## src/rtl/pcie_link_mon_pkg.sv

```systemverilog
// Shared LTSSM encodings, link FSM state type and small decode helpers
// for the PCIe link monitor.
package pcie_link_mon_pkg;

  localparam logic [4:0] DETECT_QUIET = 5'h00;
  localparam logic [4:0] POLL_COMPL   = 5'h03;
  localparam logic [4:0] RECOV_LOCK   = 5'h0C;
  localparam logic [4:0] RECOV_CFG    = 5'h0D;
  localparam logic [4:0] RECOV_IDLE   = 5'h0E;
  localparam logic [4:0] L0           = 5'h0F;

  typedef enum logic [1:0] {
    ST_DOWN,
    ST_TRAINING,
    ST_STABLE_WAIT,
    ST_UP
  } link_state_t;

  // States in which an already-qualified link is still considered up.
  function automatic logic is_retained(input logic [4:0] ltssm);
    return (ltssm == RECOV_LOCK) || (ltssm == RECOV_CFG) ||
           (ltssm == RECOV_IDLE) || (ltssm == L0);
  endfunction

  function automatic logic [2:0] popcount4(input logic [3:0] v);
    return 3'(v[0]) + 3'(v[1]) + 3'(v[2]) + 3'(v[3]);
  endfunction

endpackage

```

## src/rtl/pcie_sat_counter.sv

```systemverilog
// Saturating event counter; a clear in the same cycle as an increment
// takes priority and leaves the counter at zero.
module pcie_sat_counter #(
  parameter int W = 16
) (
  input  logic         clk_out_buf,
  input  logic         any_rstn,
  input  logic         inc,
  input  logic         clr,
  output logic [W-1:0] q
);

  always_ff @(posedge clk_out_buf or negedge any_rstn) begin
    if (!any_rstn) begin
      q <= '0;
    end else if (clr) begin
      q <= '0;
    end else if (inc && (q != {W{1'b1}})) begin
      q <= q + W'(1);
    end
  end

endmodule

```

## src/rtl/pcie_ltssm_link_monitor.sv

```systemverilog
// Debounced PCIe link status from the hard-IP LTSSM debug bus: qualified
// link-up, recovery / link-drop statistics, lane count and board LEDs.
module pcie_ltssm_link_monitor
  import pcie_link_mon_pkg::*;
#(
  parameter int STABLE_CYC = 16,
  parameter int CNT_W      = 16,
  parameter int ALIVE_W    = 25
) (
  input  logic             clk_out_buf,
  input  logic             any_rstn,
  input  logic [8:0]       test_out_icm,
  input  logic             clr_stats,
  output logic [4:0]       ltssm_q,
  output logic             link_up,
  output logic [2:0]       lane_cnt,
  output logic [CNT_W-1:0] recovery_cnt,
  output logic [CNT_W-1:0] linkdown_cnt,
  output logic             alive_led,
  output logic             L0_led,
  output logic             comp_led,
  output logic [3:0]       lane_active_led
);

  localparam logic [7:0] STAB_LAST = 8'(STABLE_CYC - 1);

  link_state_t        state;
  logic [7:0]         stab_cnt;
  logic [3:0]         lanes_q;
  logic [4:0]         ltssm_prev;
  logic [ALIVE_W-1:0] alive_cnt;
  logic               rec_inc;
  logic               down_inc;

  always_ff @(posedge clk_out_buf or negedge any_rstn) begin
    if (!any_rstn) begin
      ltssm_q    <= '0;
      lanes_q    <= '0;
      ltssm_prev <= '0;
    end else begin
      ltssm_q    <= test_out_icm[4:0];
      lanes_q    <= test_out_icm[8:5];
      ltssm_prev <= ltssm_q;
    end
  end

  // lane_cnt is only loaded on edges whose next state is UP, so it reads
  // zero everywhere else without a separate next-state decode.
  always_ff @(posedge clk_out_buf or negedge any_rstn) begin
    if (!any_rstn) begin
      state    <= ST_DOWN;
      stab_cnt <= '0;
      lane_cnt <= '0;
    end else begin
      lane_cnt <= '0;
      case (state)
        ST_DOWN: begin
          if (ltssm_q != DETECT_QUIET) state <= ST_TRAINING;
        end
        ST_TRAINING: begin
          if (ltssm_q == L0) begin
            state    <= ST_STABLE_WAIT;
            stab_cnt <= '0;
          end else if (ltssm_q == DETECT_QUIET) begin
            state <= ST_DOWN;
          end
        end
        ST_STABLE_WAIT: begin
          if (ltssm_q != L0) begin
            state <= ST_TRAINING;
          end else if (stab_cnt == STAB_LAST) begin
            state    <= ST_UP;
            lane_cnt <= popcount4(lanes_q);
          end else begin
            stab_cnt <= stab_cnt + 8'd1;
          end
        end
        ST_UP: begin
          if (!is_retained(ltssm_q)) state <= ST_DOWN;
          else lane_cnt <= popcount4(lanes_q);
        end
        default: state <= ST_DOWN;
      endcase
    end
  end

  assign link_up  = (state == ST_UP);
  assign rec_inc  = (state == ST_UP) && (ltssm_prev == L0) && (ltssm_q == RECOV_LOCK);
  assign down_inc = (state == ST_UP) && !is_retained(ltssm_q);

  pcie_sat_counter #(.W(CNT_W)) u_recovery_cnt (
    .clk_out_buf (clk_out_buf),
    .any_rstn    (any_rstn),
    .inc         (rec_inc),
    .clr         (clr_stats),
    .q           (recovery_cnt)
  );

  pcie_sat_counter #(.W(CNT_W)) u_linkdown_cnt (
    .clk_out_buf (clk_out_buf),
    .any_rstn    (any_rstn),
    .inc         (down_inc),
    .clr         (clr_stats),
    .q           (linkdown_cnt)
  );

  // Heartbeat blinks four times faster while there is no link.
  always_ff @(posedge clk_out_buf or negedge any_rstn) begin
    if (!any_rstn) begin
      alive_cnt       <= '0;
      alive_led       <= 1'b0;
      L0_led          <= 1'b0;
      comp_led        <= 1'b0;
      lane_active_led <= '0;
    end else begin
      alive_cnt       <= alive_cnt + ALIVE_W'(1);
      alive_led       <= link_up ? alive_cnt[ALIVE_W-1] : alive_cnt[ALIVE_W-3];
      L0_led          <= ~link_up;
      comp_led        <= ~(ltssm_q == POLL_COMPL);
      lane_active_led <= ~lanes_q;
    end
  end

endmodule

```

## config.mk

```make
export PLATFORM = sky130hd
export DESIGN_NAME = pcie_ltssm_link_monitor
export DESIGN_NICKNAME = d
export VERILOG_FILES = /design/src/rtl/pcie_link_mon_pkg.sv /design/src/rtl/pcie_sat_counter.sv /design/src/rtl/pcie_ltssm_link_monitor.sv
export SDC_FILE = /design/constraint.sdc
export NUM_CORES = 1
export LEC_CHECK = 0
export ABC_AREA = 1
export CAP_MARGIN = 5
export CORE_MARGIN = 3
export CORE_UTILIZATION = 30
export DETAILED_ROUTE_END_ITERATION = 12
export PLACE_DENSITY = 0.59
export SLEW_MARGIN = 25
export SYNTH_ARGS = -nofsm -noshare
export SYNTH_HDL_FRONTEND = slang
export SYNTH_HIERARCHICAL = 1
export SYNTH_SLANG_ARGS = --single-unit
```

## constraint.sdc

```tcl
create_clock -name clk_out_buf -period 1.5 [get_ports clk_out_buf]
set_input_delay 0.225 -clock clk_out_buf [delete_from_list [all_inputs] [get_ports clk_out_buf]]
set_output_delay 0.225 -clock clk_out_buf [all_outputs]
set_load 0.02 [all_outputs]
```

# Yosys cells after proc, flatten, opt, wreduce, memory -nomap -nowiden
# Cells that the tools add are included.
[totals] output_inout_bits=48 regBits=91 in_bits=12 elab_cells=80
[op_classes] mux=20 eq_ne=20 reduce_logical=17 bitwise=3 add_sub_neg=7
[ops] operator="2-to-1 mux 16 bit" count=4
[ops] operator="adder 16 x 1 -> 16 bit (second input constant)" count=2
[ops] operator="inequality test 16 bit (second input constant)" count=2
[ops] operator="adder 25 x 1 -> 25 bit (second input constant)" count=1
[ops] operator="== test 5 x 4 -> 1 bit (second input constant)" count=5
[ops] operator="2-to-1 mux 8 bit" count=3
[ops] operator="one-hot mux 8 bit (2 select lines)" count=1
[ops] operator="2-to-1 mux 2 bit" count=6
[ops] operator="inequality test 2 bit (second input constant)" count=5
[ops] operator="2-to-1 mux 3 bit" count=3
[ops] operator="adder 8 x 1 -> 8 bit (second input constant)" count=1
[ops] operator="== test 8 x 4 -> 1 bit (second input constant)" count=1
[ops] operator="one-hot mux 2 bit (4 select lines)" count=1
[ops] operator="AND reduction 4 bit" count=2
[ops] operator="inequality test 3 bit (second input constant)" count=2
[ops] operator="one-hot mux 3 bit (2 select lines)" count=1
[ops] operator="nonzero test 2 bit" count=3
[ops] operator="== test 5 x 2 -> 1 bit (second input constant)" count=1
[ops] operator="logical AND 1 bit" count=5
[ops] operator="zero test 5 bit" count=1
[ops] operator="inequality test 5 x 4 -> 1 bit (second input constant)" count=1
[ops] operator="nonzero test 5 bit" count=1
[ops] operator="== test 2 bit (second input constant)" count=2
[ops] operator="NOT 4 bit" count=1
[ops] operator="9 further kinds" count=12

# Logic depth before layout (Yosys ltp)
# Gate-level depths: netlist of the first run.
[depth] word_depth=9 mapped_depth=10 depth_no_buf=9

# Cells and area by module
# Netlist of the first run, hierarchy kept.
[modules_own_cells] mod="pcie_ltssm_link_monitor" n_inst=1 seq_area_each_um2=1476.4 cells_per_inst=272 area_each_um2=2585.0
[modules_own_cells] mod="pcie_sat_counter" n_inst=2 seq_area_each_um2=400.4 cells_per_inst=144 area_each_um2=1037.2

# Worst setup path after synthesis of the first run
# OpenSTA, ideal clock, no wires.
[synth_path] kind="reg-to-output" startpoint="register state[0]" endpoint="output link_up" n_path_buf=0 t_required_ns=1.275 stages_incl_launch_ff=3 t_arrival_ns=0.706 path_slack_ns=0.569 cell_sequence="dfrtp_1 -> nand2_1 -> inv_1"
[synth_via] elab_chain_cells=1
[synth_rtl] item="start, declared" line="pcie_ltssm_link_monitor.sv:27" source="link_state_t state;"
[synth_rtl] item="start signal, assigned" line="pcie_ltssm_link_monitor.sv:51" source="state <= ST_DOWN;"
[synth_rtl] item="start signal, assigned" line="pcie_ltssm_link_monitor.sv:58" source="if (ltssm_q != DETECT_QUIET) state <= ST_TRAINING;"
[synth_rtl] item="start signal, assigned" line="pcie_ltssm_link_monitor.sv:62" source="state <= ST_STABLE_WAIT;"
[synth_rtl] item="== test 2 bit" line="pcie_ltssm_link_monitor.sv:87" source="assign link_up = (state == ST_UP);"
[synth_rtl] item="end, declared" line="pcie_ltssm_link_monitor.sv:15" source="output logic link_up,"
# Every way passes these cells.

# Worst setup path after layout of the first run
[layout_path] startpoint="register lanes_q[3]" endpoint="register lane_cnt[1]"
[layout_via] elab_chain_cells=4 word_cells_on_any_way=5 cone_classes="1 x add/sub; 4 x mux"
[layout_rtl] item="start, declared" line="pcie_ltssm_link_monitor.sv:29" source="logic [3:0] lanes_q;"
[layout_rtl] item="start signal, assigned" line="pcie_ltssm_link_monitor.sv:42" source="lanes_q <= test_out_icm[8:5];"
[layout_rtl] item="adder 3 x 1 -> 3 bit *" line="pcie_link_mon_pkg.sv:26" source="return 3'(v[0]) + 3'(v[1]) + 3'(v[2]) + 3'(v[3]);"
[layout_rtl] item="2-to-1 mux 3 bit" line="pcie_ltssm_link_monitor.sv:71" source="end else if (stab_cnt == STAB_LAST) begin"
[layout_rtl] item="2-to-1 mux 3 bit" line="pcie_ltssm_link_monitor.sv:69" source="if (ltssm_q != L0) begin"
[layout_rtl] item="one-hot mux 3 bit (2 select lines) *" line="pcie_ltssm_link_monitor.sv:56" source="case (state)"
[layout_rtl] item="end signal, assigned" line="pcie_ltssm_link_monitor.sv:73" source="lane_cnt <= popcount4(lanes_q);"
[layout_rtl] item="end signal, assigned" line="pcie_ltssm_link_monitor.sv:80" source="else lane_cnt <= popcount4(lanes_q);"
[layout_rtl] item="end, declared" line="pcie_ltssm_link_monitor.sv:16" source="output logic [2:0] lane_cnt,"
# Every way passes the cells marked *; elsewhere a longest branch is shown, timed or not.
# A chain may end at the register's enable or synchronous reset.

==> results of run 1 <==
logic make-up after synthesis:
| family | synth area share (%) |
|---|---|
| and+or+nand+nor | 32.89 |
| DFF | 48.87 |
| buffers and inverters | 6.096 |
| AOI/OAI and AO/OA | 4.646 |
| xor gates and xnor gates | 5.451 |
| adders and majority gates | 2.041 |
per-stage QoR:
stage | utilization [%] | cells
2_1_floorplan | - | 560
3_3_place_gp | 40.13 | 858
3_5_place_dp | 40.13 | 858
4_1_cts | 41.78 | 873
5_1_grt | 42.49 | 877
6_report | 42.49 | 877
cells in the final DEF (no fill, tap or decap), types with 4 or more instances in the layout:
master / count
nand2_1: 172
dfrtp_1: 81
buf_4: 62
nor2_1: 50
inv_1: 45
dlygate4sd2_1: 45
nand3_1: 37
nand4_1: 24
xor2_1: 18
xnor2_1: 11
o21ai_0: 11
nor2_2: 10
clkdlybuf4s50_1: 10
dfrtp_2: 10
inv_2: 9
clkbuf_16: 9
nor2_4: 8
o21ai_1: 8
nand2_4: 7
o21bai_1: 6
nand3_2: 5
nand3b_1: 5
nand2_2: 5
nor3_1: 5
nor3_2: 4
a21oi_1: 4
or2_2: 4
power by group through the flow:
stage                     registers, mW  clock network [mW]  logic (mW)
after global placement             2.56                   0       0.376
after detailed placement           2.56                   0       0.392
after global routing               2.53                2.28       0.441
after CTS                          2.53                2.20       0.394
final                              2.53                2.11       0.396
after floorplan                    2.59                   0       0.154
worst max path at each step:
stage	depth (start not counted)	from	slack (ns)	endpoint
after floorplan	10	u_linkdown_cnt/q[1]	0.005	u_linkdown_cnt/q[2]
after global placement	7	ltssm_q[1]	-0.12	u_recovery_cnt/q[8]
after detailed placement	6	state[1]	-0.14	u_recovery_cnt/q[8]
after CTS	5	lanes_q[3]	-0.02	lane_cnt[1]
after global routing	5	lanes_q[3]	-0.06	lane_cnt[1]
final	5	lanes_q[3]	-0.009	lane_cnt[1]
layer usage:
| layer | GRT usage (%) | vias to the layer above | routed length (um) |
|---|---|---|---|
| li1 | - | 2061 | - |
| met1 | 17.11 | 1929 | 5044 |
| met2 | 21.68 | 51 | 5459 |
| met3 | 3.577 | 17 | 455 |
| met4 | 5.808 | 0 | 263 |
| met5 | 0 | - | 0 |
critical path, stage by stage, from the launching register on:
cell	delay, ns
dfrtp_1	0.39
fa_1	0.55
ha_2	0.19
ha_4	0.19
inv_2	0.04
nor2_1	0.03
state kept, by name, summed over array words and instances, names as in the netlist:
register,flops
lanes_q,4
state,2
lane_active_led,4
stab_cnt,8
L0_led,1
comp_led,1
u_recovery_cnt/q,16
lane_cnt,3
alive_led,1
u_linkdown_cnt/q,16
alive_cnt,25
ltssm_prev,5
ltssm_q,5
final cells by class:
| class | count | share of cell area (%) |
|---|---|---|
| clock inverter | 3 | 0.2377 |
| tap | 184 | 3.645 |
| inverter | 56 | 3.526 |
| timing repair buffer | 125 | 16.88 |
| clock buffer | 11 | 4.002 |
| multi-input combinational | 407 | 35.46 |
| sequential | 91 | 36.25 |
what timing repair did:
action / 4_1_cts / 5_1_grt
pin swaps: 3 / 3
hold buffers: 1 / 0
resized for setup: 55 / 32
setup buffers: 0 / 2
endpoints found under the hold margin: 19 / 0
endpoints found under the setup margin: 62 / 49
cloned: 0 / 2
==> summary.txt, run 1 <==
I/O Pins -> 60
number of global-route vias before repair -> 3852
HPWL Detailed -> 8341 um
vias -> 4058
failing checks -> negative setup slack
n_diodes -> 0
most common cell in the netlist -> nand2_1
Final Hold Violating Endpoints -> 0
crit path max fanout -> 2
clock share of power -> 41.9%
NumNets Final -> 709
Sw Ratio -> 23.65%
Core Area -> 14860 um2
drt pass-1 iters -> 4
design area -> 6316 um2
top post-synthesis cells by area -> dfrtp_1 49%, nand2_1 14%, nor2_1 4.7%, nand3_1 4.3%, inv_1 3.9%
RSZ-0062 raised after global routing -> yes
Die X -> 130.6 um
P&R area growth vs syn -> 35.55%
reg-to-reg endpoint -> lane_cnt[1]
Worst Hold Endpoint -> ltssm_q[2]
Post-synth EDFFs -> 0
Critical Path Sink Type -> flop
Root Buffer -> clkbuf_16
TritonCTS clock tree -> built
ratio of final minimum period to clock period -> 100.6%
largest area contributor in the netlist -> dfrtp_1
CTS Buf Count -> 9
Yosys warning count -> 6
antenna violations before repair -> 0
syn avg cell area -> 8.320 um2
Comb power frac -> 7.9%
PortBufs -> 59
post-route ant nets -> 0
Die ar. -> 17060 um2
crit path time final -> 1.509 ns
slew at the pin with the worst max-slew slack -> 0.3529 ns
Setup Slack @ Placement -> -0.1398 ns
FP Rows -> 44
Startpoint Class -> flop
Initial Utilization -> 31.35%
status -> finished with violations
first-pass GRT wire length -> 18120 um
WHS Path Cells -> 1
static leakage -> 3.143 nW
DRC viols -> 0
Post-Route WL -> 11220 um
# setup viols final -> 1
setup slack, reg-to-reg -> -0.009 ns
die height -> 130.6 um
sequential share of the synthesized area -> 48.87%
Fmax -> 662.6 MHz
fillers -> 1491
number of distinct library cells after synthesis -> 33
synthesis-stage register bit count -> 91
Longest Clk Path Bufs -> 2
Yosys top cell area share -> 48.87%
Placer Congestion -> 0.8374
multi-input logic area -> 2240 um2
TNS Setup -> -0.009296 ns
Clock Sinks -> 91
prevailing post-synth register cell -> dfrtp_1
largest net degree at the start of global routing -> 31
Int Pwr -> 3.844 mW
Setup Skew -> 0.006165 ns
Max Slew Vio Count -> 0
Async S/R FF share, synth -> 100.0%
Flop pwr share -> 50.2%
kind of critical path -> flop to flop
Hold Path Origin -> test_out_icm[2]
clk_lat worst skew -> 0.35 ns
post-synth net total -> 579
CTS H-tree depth -> 3
share of post-route cells with drive strength above 1 -> 22.08%
placed cell areas -> 5964 um2
CTS clock-pin slew for the worst setup and hold paths -> 0.06 ns
Worst Hold Slack -> 0.3159 ns
Synth Instances -> 560
FF-to-FF path depth -> 5
Worst VDD drop -> 466.3 uV
setup ws final -> -0.009296 ns
Via density -> 4.627
Starting DRT DRC Count -> 171
Avg WL per Cell -> 12.80 um
Congestion Overflow GR -> 0
Worst Path Arrival -> 1.73 ns
Pwr Total -> 5.035 mW
Hold Crit Class -> input port to flop
PwrDens -> 797.2 nW/um2
Total GRT Usage -> 13.46%
Max-Slew Margin vs Limit -> 76.47%
Crit path required time -> 1.72 ns
FF+latch area -> 2290 um2
cell area after synthesis -> 4659 um2
Max Cap Viol -> 0
RR Startpoint -> lanes_q[3]
Psw -> 1.191 mW
synth cell count leaders -> 176 x nand2_1, 91 x dfrtp_1, 58 x nor2_1
No activity file was read; power rests on OpenSTA's default activity.
==> run 2, diff against run 1 <==
- CORE_UTILIZATION: 30 -> 50
- PLACE_DENSITY: 0.59 -> 0.85
==> summary.txt, run 2 (same netlist as run 1, synthesis figures left out) <==
flip-flop count of the largest register after layout -> 25 (unchanged)
antenna violations before repair -> 0 (unchanged)
static leakage -> 3.032 nW (-3.5%)
# setup viols final -> 1 (unchanged)
crit path time final -> 1.537 ns (+0.02749 ns)
post-route ant nets -> 0 (unchanged)
ratio of final minimum period to clock period -> 102.5% (+1.8 points)
most common cell after layout, fill and taps aside -> nand2_1
n_diodes -> 0 (unchanged)
commonest non-fill, non-tap cells in the layout -> 167 x nand2_1, 77 x dfrtp_1, 46 x buf_4, 45 x inv_1, 44 x nor2_1
Max Slew Vio Count -> 0 (unchanged)
Total GRT Usage -> 21.77% (+8.3 points)
CTS clock-pin slew for the worst setup and hold paths -> 0.10 ns (+0.04 ns)
DRC viols -> 0 (unchanged)
Core Area -> 8891 um2 (-40%)
Placed Cells -> 757 (-12%)
final core utilization -> 69.65% (+27 points)
number of global-route vias before repair -> 4013 (+4.2%)
fillers -> 633 (-58%)
PwrDens -> 763.2 nW/um2 (-4.3%)
largest net degree at the start of global routing -> 36 (+16%)
setup ws final -> -0.03679 ns (-0.02749 ns)
Startpoint Class -> flop
TritonCTS clock tree -> built
multi-input logic area -> 2349 um2 (+4.9%)
Setup Slack @ Placement -> -0.09434 ns (+0.04547 ns)
Congestion Overflow GR -> 0 (unchanged)
Critical Path Sink Type -> flop
Worst Path Arrival -> 1.79 ns (+0.06 ns)
Final Hold Violating Endpoints -> 0 (unchanged)
Via density -> 5.344 (+16%)
drt pass-1 iters -> 5 (+1)
Avg WL per Cell -> 14.64 um (+14%)
PortBufs -> 59 (unchanged)
HPWL Detailed -> 7876 um (-5.6%)
P&R area growth vs syn -> 32.89%
kind of critical path -> flop to flop
FP Rows -> 34 (-23%)
NumNets Final -> 693 (-2.3%)
die height -> 102.5 um (-22%)
Largest regs -> alive_cnt (25), u_linkdown_cnt/q (16), u_recovery_cnt/q (16)
FF+latch area -> 2295 um2 (+0.22%)
Die X -> 102.5 um (-22%)
Crit path required time -> 1.76 ns (+0.04 ns)
Root Buffer -> clkbuf_8
vias -> 4206 (+3.6%)
Max Cap Viol -> 0 (unchanged)
design area -> 6192 um2 (-2.0%)
Placer Congestion -> 0.8763 (+4.6%)
clk_lat worst skew -> 0.37 ns (+0.02 ns)
Post-Layout Cell Count -> 787 (-10%)
CTS Buf Count -> 9 (unchanged)
Hold Crit Class -> input port to flop
Top reg by flops -> alive_cnt
failing checks -> negative setup slack
RSZ-0062 raised after global routing -> yes
Starting DRT DRC Count -> 252 (+47%)
crit path max fanout -> 2 (unchanged)
Setup Skew -> 0.01213 ns (+0.005967 ns)
placed cell areas -> 5682 um2 (-4.7%)
Pwr Total -> 4.726 mW (-6.1%)
first-pass GRT wire length -> 18130 um (about the same)
Worst VDD drop -> 569.2 uV (+22%)
Post-Route WL -> 11520 um (+2.6%)
Longest Clk Path Bufs -> 2 (unchanged)
slew at the pin with the worst max-slew slack -> 0.4641 ns (+0.1111 ns)
Fmax -> 650.7 MHz (-1.8%)
Die ar. -> 10510 um2 (-38%)
status -> finished with violations
I/O Pins -> 60 (unchanged)
Initial Utilization -> 52.41% (+21 points)
Max-Slew Margin vs Limit -> 69.06% (-7.4 points)
share of post-route cells with drive strength above 1 -> 24.15% (+2.1 points)
Clock Sinks -> 91 (unchanged)
CTS H-tree depth -> 3 (unchanged)
[run 2: cell count changes in the layout (fill, tap and decap cells not counted), sizes merged]
cell,previous run,this run
bufinv,0,1
dlygate4sd2,45,37
clkdlybuf4s15,2,5
clkinv,3,1
nor2,68,67
buf,66,52
inv,56,61
clkbuf,12,14
[run 2: stage by stage]
stage	setup TNS (ns)	hold slack, ns
2_1_floorplan	0	-0.07059
3_3_place_gp	-0.01679	0.2143
3_5_place_dp	-0.1020	0.2108
4_1_cts	-0.09472	0.2700
5_1_grt	-1.506	0.2620
6_report	-0.03679	0.2800
[run 2: where the power goes]
group          internal (mW)  switching, mW  leakage [nW]  total, mW
logic                  0.161          0.255          1.74      0.416
clock network          0.815          0.965         0.109       1.78
registers               2.49         0.0362          1.18       2.53
[run 2: layer usage]
metal	wire length [um]	part of all wire [%]	track usage (%)
met5	0	0	0
met4	150	1.3	6.761
met3	541	4.7	4.060
met2	6014	52	36.30
met1	4813	42	28.98
[run 2: worst max-delay path, stage by stage (launching register included)]
cell and delay [ns]:
dfrtp_1 0.42, fa_1 0.55, ha_2 0.18, ha_4 0.19, inv_2 0.05, nor2_2 0.03
[run 2: final cells by class]
cell class              count  area share (%)
clock buffers               9           2.000
well taps                 108           2.182
clock inverters             7           1.414
inverters                  56           3.637
flip-flops and latches     91           37.06
multi-input cells         406           37.93
repair buffers            110           15.78
[run 2: timing repair]
item / in CTS / in global routing
setup buffers: 0 / 12
hold buffers: 1 / 0
gates cloned: 0 / 1
resized for setup: 59 / 72
endpoints found under the setup margin: 51 / 60
endpoints found under the hold margin: 32 / 0
pin swaps: 4 / 14
[run 2: final timing paths]
check	start	end	slack, ns	depth (start not counted)
setup / recovery	lanes_q[0]	lane_cnt[1]	-0.04	5
hold / removal	test_out_icm[2]	ltssm_q[2]	0.28	1
setup reg to reg	lanes_q[0]	lane_cnt[1]	-0.04	5
hold reg to reg	lanes_q[2]	lane_active_led[2]	0.43	1
max in group asynchronous	any_rstn	u_recovery_cnt/q[11]	0.60	3
min in group asynchronous	any_rstn	alive_cnt[4]	0.35	2
